## src/rtl/seven_seg_scanner.sv

```systemverilog
// Multiplexed common-anode seven-segment driver: frame-aligned digit loading,
// per-digit decimal point and blanking, leading-zero suppression, dead time and PWM.
module seven_seg_scanner #(
    parameter int N_DIGITS    = 4,
    parameter int CLK_DIV     = 100000,
    parameter int DEAD_CYCLES = 800
) (
    input  logic                  clk,
    input  logic                  clr,
    input  logic [4*N_DIGITS-1:0] dig_in,
    input  logic [N_DIGITS-1:0]   dp_in,
    input  logic                  load,
    input  logic [N_DIGITS-1:0]   blank_mask,
    input  logic                  lzb,
    input  logic [3:0]            brightness,
    output logic [N_DIGITS-1:0]   an,
    output logic [6:0]            ca,
    output logic                  dp,
    output logic                  frame_start
);

    localparam int STEP = (CLK_DIV - DEAD_CYCLES) / 16;
    localparam int CW   = (CLK_DIV > 1) ? $clog2(CLK_DIV) : 1;
    localparam int IW   = (N_DIGITS > 1) ? $clog2(N_DIGITS) : 1;
    localparam logic [CW-1:0] CNT_MAX = CW'(CLK_DIV - 1);
    localparam logic [IW-1:0] IDX_MAX = IW'(N_DIGITS - 1);

    function automatic logic [6:0] hex7(input logic [3:0] v);
        case (v)
            4'h0:    hex7 = 7'b1000000;
            4'h1:    hex7 = 7'b1111001;
            4'h2:    hex7 = 7'b0100100;
            4'h3:    hex7 = 7'b0110000;
            4'h4:    hex7 = 7'b0011001;
            4'h5:    hex7 = 7'b0010010;
            4'h6:    hex7 = 7'b0000010;
            4'h7:    hex7 = 7'b1111000;
            4'h8:    hex7 = 7'b0000000;
            4'h9:    hex7 = 7'b0010000;
            4'hA:    hex7 = 7'b0001000;
            4'hB:    hex7 = 7'b0000011;
            4'hC:    hex7 = 7'b1000110;
            4'hD:    hex7 = 7'b0100001;
            4'hE:    hex7 = 7'b0000110;
            default: hex7 = 7'b0001110;
        endcase
    endfunction

    logic [CW-1:0]         cnt;
    logic [IW-1:0]         idx;
    logic [4*N_DIGITS-1:0] stg_dig;
    logic [4*N_DIGITS-1:0] disp_dig;
    logic [N_DIGITS-1:0]   stg_dp;
    logic [N_DIGITS-1:0]   disp_dp;

    logic                  boundary;
    logic [31:0]           cnt_ext;
    logic [31:0]           win_end;
    logic                  in_window;
    logic [N_DIGITS:0]     zero_from;
    logic [3:0]            cur_dig;
    logic                  cur_dp;
    logic                  cur_blank;
    logic                  cur_zero;
    logic                  show;
    logic [N_DIGITS-1:0]   an_next;

    always_comb begin
        boundary  = (cnt == '0) && (idx == '0);
        cnt_ext   = 32'(cnt);
        win_end   = 32'(DEAD_CYCLES) + (32'(brightness) + 32'd1) * 32'(STEP);
        in_window = (cnt_ext >= 32'(DEAD_CYCLES)) && (cnt_ext < win_end);

        // zero_from[i]: display digits i..N_DIGITS-1 are all zero
        zero_from           = '0;
        zero_from[N_DIGITS] = 1'b1;
        for (int i = N_DIGITS - 1; i >= 0; i--) begin
            zero_from[i] = zero_from[i+1] && (disp_dig[4*i +: 4] == 4'd0);
        end

        cur_dig   = '0;
        cur_dp    = 1'b0;
        cur_blank = 1'b0;
        cur_zero  = 1'b0;
        an_next   = '1;
        for (int i = 0; i < N_DIGITS; i++) begin
            if (idx == IW'(i)) begin
                cur_dig    = disp_dig[4*i +: 4];
                cur_dp     = disp_dp[i];
                cur_blank  = blank_mask[i];
                cur_zero   = (i != 0) && zero_from[i];
                an_next[i] = 1'b0;
            end
        end

        show = in_window && !cur_blank && !(lzb && cur_zero);
    end

    always_ff @(posedge clk or negedge clr) begin
        if (!clr) begin
            cnt         <= '0;
            idx         <= '0;
            stg_dig     <= '0;
            stg_dp      <= '0;
            disp_dig    <= '0;
            disp_dp     <= '0;
            an          <= '1;
            ca          <= 7'h7F;
            dp          <= 1'b1;
            frame_start <= 1'b0;
        end else begin
            if (cnt == CNT_MAX) begin
                cnt <= '0;
                idx <= (idx == IDX_MAX) ? '0 : idx + IW'(1);
            end else begin
                cnt <= cnt + CW'(1);
            end

            // a load on the boundary cycle lands in staging after display copies it
            if (boundary) begin
                disp_dig <= stg_dig;
                disp_dp  <= stg_dp;
            end
            if (load) begin
                stg_dig <= dig_in;
                stg_dp  <= dp_in;
            end

            frame_start <= boundary;

            if (show) begin
                an <= an_next;
                ca <= hex7(cur_dig);
                dp <= ~cur_dp;
            end else begin
                an <= '1;
                ca <= 7'h7F;
                dp <= 1'b1;
            end
        end
    end

endmodule

```

## config.mk

```make
export PLATFORM = sky130hd
export DESIGN_NAME = seven_seg_scanner
export DESIGN_NICKNAME = d
export VERILOG_FILES = /design/src/rtl/seven_seg_scanner.sv
export SDC_FILE = /design/constraint.sdc
export NUM_CORES = 1
export LEC_CHECK = 0
export ABC_CLOCK_PERIOD_IN_PS = 2900
export CAP_MARGIN = 20
export CELL_PAD_IN_SITES_DETAIL_PLACEMENT = 0
export CELL_PAD_IN_SITES_GLOBAL_PLACEMENT = 1
export CORE_MARGIN = 2
export CORE_UTILIZATION = 46
export CTS_CLUSTER_SIZE = 14
export DETAILED_ROUTE_END_ITERATION = 8
export GPL_TIMING_DRIVEN = 0
export HOLD_SLACK_MARGIN = 0.05
export PLACE_DENSITY = 0.9
export SETUP_SLACK_MARGIN = 0.15
export SKIP_CTS_REPAIR_TIMING = 1
export SYNTH_ARGS = -nofsm -noshare
export SYNTH_HDL_FRONTEND = slang
export SYNTH_SLANG_ARGS = --single-unit
```

## constraint.sdc

```tcl
create_clock -name clk -period 2.9 [get_ports clk]
set_input_delay 0.87 -clock clk [delete_from_list [all_inputs] [get_ports clk]]
set_output_delay 0.87 -clock clk [all_outputs]
set_load 0.005 [all_outputs]
```

## After elaboration in Yosys (flattened, before gate mapping)

Memory sizes are Yosys's and may differ from the RTL's.
Index checks and enable logic that the tools add are counted.

| cells by class | value |
|---|---|
| multiply operators | 1 |
| reduce and logical (&&, ||, !) cells | 14 |
| equal/unequal tests | 4 |
| mux-type cells | 24 |
| bitwise gates (word level) | 1 |
| add/subtract/negate cells | 4 |
| magnitude comparators | 2 |

Operators with widths:

| cell | number |
|---|---|
| $mux W4 | 5 |
| $add A10 B18 Y19 const A | 1 |
| $lt A17 B19 Y1 | 1 |
| $add A17 B1 Y17 const B | 1 |
| $eq A17 B17 Y1 const B | 1 |
| $ge A17 B10 Y1 const B | 1 |
| $logic_not A17 Y1 | 1 |
| $mux W17 | 1 |
| $mux W1 | 16 |
| $mul A5 B10 Y15 const B | 1 |
| $logic_not A4 Y1 | 3 |
| $logic_and A1 B1 Y1 | 7 |
| $mux W7 | 1 |
| $add A4 B1 Y5 const B | 1 |
| $eq A2 B2 Y1 const B | 2 |
| $add A2 B1 Y2 const B | 1 |
| $eq A2 B1 Y1 const B | 1 |
| $logic_not A1 Y1 | 2 |
| $logic_not A2 Y1 | 1 |
| $mux W2 | 1 |
| $not A1 Y1 | 1 |

| word-level totals | value |
|---|---|
| word-level logic and storage cells | 61 |
| ROM bits | 112 |
| output and inout bits | 13 |
| memories | 1 |
| register bits after elaboration | 72 |
| input bits | 32 |

Memories:

| memory | depth | width | rd ports | clocked after memory_dff | wr ports | line | RTL |
|---|---|---|---|---|---|---|---|
| (no name shown) | 16 | 7 | 1 | 0 | 0 | 29 | `case (v)` |

## Depth between registers and ports, before layout

| depth | value |
|---|---|
| depth after elaboration | 10 |
| mapped depth | 24 |
| mapped depth without buffers | 22 |

## Worst setup path before layout

Ideal clock, no wire load.

| timing path | value |
|---|---|
| kind | in2reg |
| start | input brightness[0] |
| end | register an[2] |
| stages on the path | 22 |
| library setup time | 94 ps |
| slack | -3215 ps |
| required time | 2806 ps |
| buffers on the path | 1 |
| data arrival time | 6021 ps |
| path through | buf_2 > nand3_1 > xnor2_1 > fa_1 > ha_1 > ha_1 > ha_1 > a211oi_4 > o21ai_1 > a32oi_2 > o21ai_0 > or2_2 > nor3b_1 > xor2_1 > ha_1 > and4_1 > o2111ai_1 > a31oi_1 > or3_1 > or3b_2 > mux2_4 > or4b_1 |

| between the ends | value |
|---|---|
| cells in the longest elaborated chain, start to end | 8 |

Ends and longest elaborated chain:

| item | line | RTL |
|---|---|---|
| start: declaration | 15 | `input logic [3:0] brightness,` |
| $add A4 B1 Y5 | 71 | `win_end = 32'(DEAD_CYCLES) + (32'(brightness) + 32'd1) * 32'(STEP);` |
| $mul A5 B10 Y15 | 71 |  |
| $add A10 B18 Y19 | 71 |  |
| $lt A17 B19 Y1 | 72 | `in_window = (cnt_ext >= 32'(DEAD_CYCLES)) && (cnt_ext < win_end);` |
| $logic_and A1 B1 Y1 | 72 |  |
| $logic_and A1 B1 Y1 (2 in series) | 96 | `show = in_window && !cur_blank && !(lzb && cur_zero);` |
| $mux W4 | 131 | `if (show) begin` |
| end signal: assignment | 132 | `an <= an_next;` |
| end: declaration | 16 | `output logic [N_DIGITS-1:0] an,` |

No other way between the ends.
A chain may end at the register's enable or synchronous reset.

## Worst setup path in the final report

| timing path | value |
|---|---|
| start | input brightness[0] |
| end | register an[3] |

The elaborated chain is that of the path after synthesis.

==> results_dict.tcl <==
set metrics [dict create \
    outcome "finished with violations" \
    violations "negative setup slack" \
    finalHoldViolations 0 \
    grt_pass1_vias 3572 \
    mostFrequentLayoutCell "dfrtp_1" \
    worst-path-buf-inv 1 \
    wl_per_cell_um 15.3 \
    first_pass_iters 4 \
    start_util_pct 46.7 \
    setup_slack_ps -2700 \
    die_h_um 105 \
    synthArstFlopShare_pct 100 \
    synth.distinct_cells 64 \
    crit_type "in2reg" \
    ios 45 \
    die-area_um2 11100 \
    fin_setup_tns_ps -31860 \
    synth_edf_count 0 \
    final.fill_count 811 \
    portBuffers 42 \
    power_mw 2.77 \
    max_freq_mhz 179 \
    cts-htree-levels 3 \
    worstPathRequired_ps 3150 \
    worstPathMaxFanout 6 \
    yosys.area.top_type "dfrtp_1" \
    grt_setup_unrepaired "true" \
    ys_seq_area_share_pct 38.4 \
    crit_slowest_cell "fa_2" \
    place_congestion 0.828 \
    leakage_nw 2.54 \
    tightest_slew_ps 887 \
    hold_depth 1 \
    routed-via-count 3594 \
    cts-root-buf "clkbuf_8" \
    relSlewSlack_pct 40.9 \
    cts_buffers 9 \
    fin_skew_ps 11.1 \
    syn_area_um2 4730 \
    grt_pass1_wl_um 17100 \
    vias_per_cell 5.45 \
    drtIter0Drc 168 \
    yosysWarnings 0 \
    path_depth 22 \
    synth_seq_cells 72 \
    cts.sinks 72 \
    synth_top_cell_area_share_pct 31.7 \
    setup_viol 12 \
    hold_ws_ps 507 \
    area_growth_pct 26.3 \
    cp.arrival_ps 5850 \
    drive_gt1_share_pct 26.9 \
    postRouteAntennaNets 0 \
    grt_max_degree 73 \
    maxSlewViolCount 0 \
    syn-num-nets 538 \
    cts_tree "done" \
    clock_latency_ps 350 \
    max_stage_delay_ps 510 \
    drc 0 \
    diodes 0 \
    avgSynthCellArea_um2 10.4 \
    synth_cells 453 \
    period_share_pct 193 \
    critPathCaptureType "flop" \
    crit_path_frequent_cell "ha_4" \
    drv_cap 0 \
    synth_area_leaders "dfrtp_1 (32%), ha_1 (13%), mux2_2 (9.5%)" \
    grt_usage_pct 19.1 \
    wirelength_um 10100 \
    hold_class "reg2reg" \
    placed_cell_area_um2 5610 \
    timing.final.crit_period_ps 5600 \
    start_kind "input pin" \
    die_x_um 105 \
    path_clk_slew_ps 70 \
    most-common-layout-cells "dfrtp_1 (60), ha_1 (41), mux2_2 (40), clkdlybuf4s50_1 (38), nor2_1 (30)" \
    place_hpwl_um 7460 \
    grt-ovfl-total 0 \
    rows 37 \
    core_um2 10100 \
    ys.flop_type "dfrtp_1" \
    layout.nets 604 \
    clock_path_buffers 2 \
    crit_family "simple AND/OR/NAND/NOR gates" \
    r2r_cells 10 \
    antenna_found_initial 0 \
    vdd.ir_drop.worst_mv 0.321 \
    dp_slack_ps -3760 \
    final_cell_area_um2 5980 \
    critical_path.cell_chain "buf_12, ha_4, xor2_4, fa_2, ha_4, ha_4, ha_4, a211oi_4, o21ai_2, a32oi_2, o21ai_4, or2_4, nor3b_4, xor2_1, ha_1, and4_1, o2111ai_2, a31oi_1, or3_1, or3b_4, mux2_4, or4b_4" \
    power_per_cell_area_nw_per_um2 463 \
]
[synthesized netlist by cell type (2+ instances only)]
master and instances:
dfrtp_1 60, ha_1 51, mux2_2 40, nand2_1 32, nor2_1 30, inv_1 18
xor2_1 18, nand3_1 17, a21oi_1 16, o21ai_0 13, dfstp_2 12, xnor2_1 12
clkbuf_1 11, nor3_1 9, nor4_1 9, nand4_1 6, or3_1 6, a21o_1 5
a221oi_1 5, and3_1 5, nor2b_1 5, nor3b_1 5, a311oi_1 4, and2_1 4
nand3b_1 4, a211oi_1 3, a31oi_1 3, o22ai_1 3, o31a_1 3, a21o_2 2
buf_2 2, fa_1 2, mux2i_1 2, o21ai_2 2, o221ai_1 2, or2_2 2
or3b_2 2, or4b_1 2
[worst paths after layout]
path | startpoint | end | slack (ps)
worst min register to register | stg_dig[13]$_DFFE_PN0P_ | disp_dig[13]$_DFFE_PN0P_ | 510
worst min-delay path | stg_dig[13]$_DFFE_PN0P_ | disp_dig[13]$_DFFE_PN0P_ | 510
min in group asynchronous | clr | stg_dig[14]$_DFFE_PN0P_ | 650
max in group asynchronous | clr | cnt[8]$_DFF_PN0_ | 1680
worst max-delay path | brightness[0] | an[3]$_DFF_PN1_ | -2700
worst max register to register | idx[0]$_DFFE_PN0N_ | ca[3]$_DFF_PN1_ | 140
[sequential cells by signal, indices dropped and copies added (netlist names)]
| name | count |
|---|---|
| an | 4 |
| stg_dp | 4 |
| frame_start | 1 |
| dp | 1 |
| cnt | 17 |
| ca | 7 |
| disp_dp | 4 |
| disp_dig | 16 |
| idx | 2 |
| stg_dig | 16 |
[cell type report]
class                   count  area (µm²)  share of cell area, %
multi-input cells         348        3100                   51.9
clock buffers              11         151                   2.53
well taps                 136         170                   2.85
repair buffers             55         531                   8.88
flip-flops and latches     72        1820                   30.4
clock inverters             5        38.8                  0.649
inverters                  18        70.1                   1.17
plain buffers              15        98.8                   1.65
[cells by family (layout without fill, tap and decap cells)]
group | count (synthesis) | after routing | synth area share, %
AND/OR/NAND/NOR | 143 | 143 | 15.6
AO/OA/AOI/OAI | 78 | 78 | 12.5
flip-flops | 72 | 72 | 38.4
adder cells (fa/ha/maj) | 53 | 53 | 14.3
multiplexers | 44 | 44 | 10.7
buffers and inverters | 33 | 104 | 2.88
XOR/XNOR | 30 | 30 | 5.55
[report_power, final]
group          switching [mW]  total (mW)  internal [mW]
clock network           0.392       0.753          0.362
logic                   0.492       0.942          0.450
registers              0.0251        1.07           1.05
[per-layer routing]
metal	vias up	GRT usage (%)	share of wire [%]
li1	1787	-	-
met1	1746	25.5	47
met5	-	0	0
met3	8	3.77	2.8
met2	53	31.6	49
met4	0	5.14	0.70
[worst reg2reg max path, stage by stage (launching register included)]
cell and delay (ps):
dfrtp_1 390, inv_1 90, ha_1 280, nor2b_1 210, a221oi_1 400, o31a_1 300, inv_1 130, ha_1 260
mux4_2 480, nor2_1 120, nand2_2 60
[per-stage QoR]
stage	util, %	std cells
global route	59.0	660
finish	59.0	660
global placement	55.3	631
CTS	57.2	647
floorplan	-	453
detailed placement	55.3	631
(Power assumes the default switching activity.)
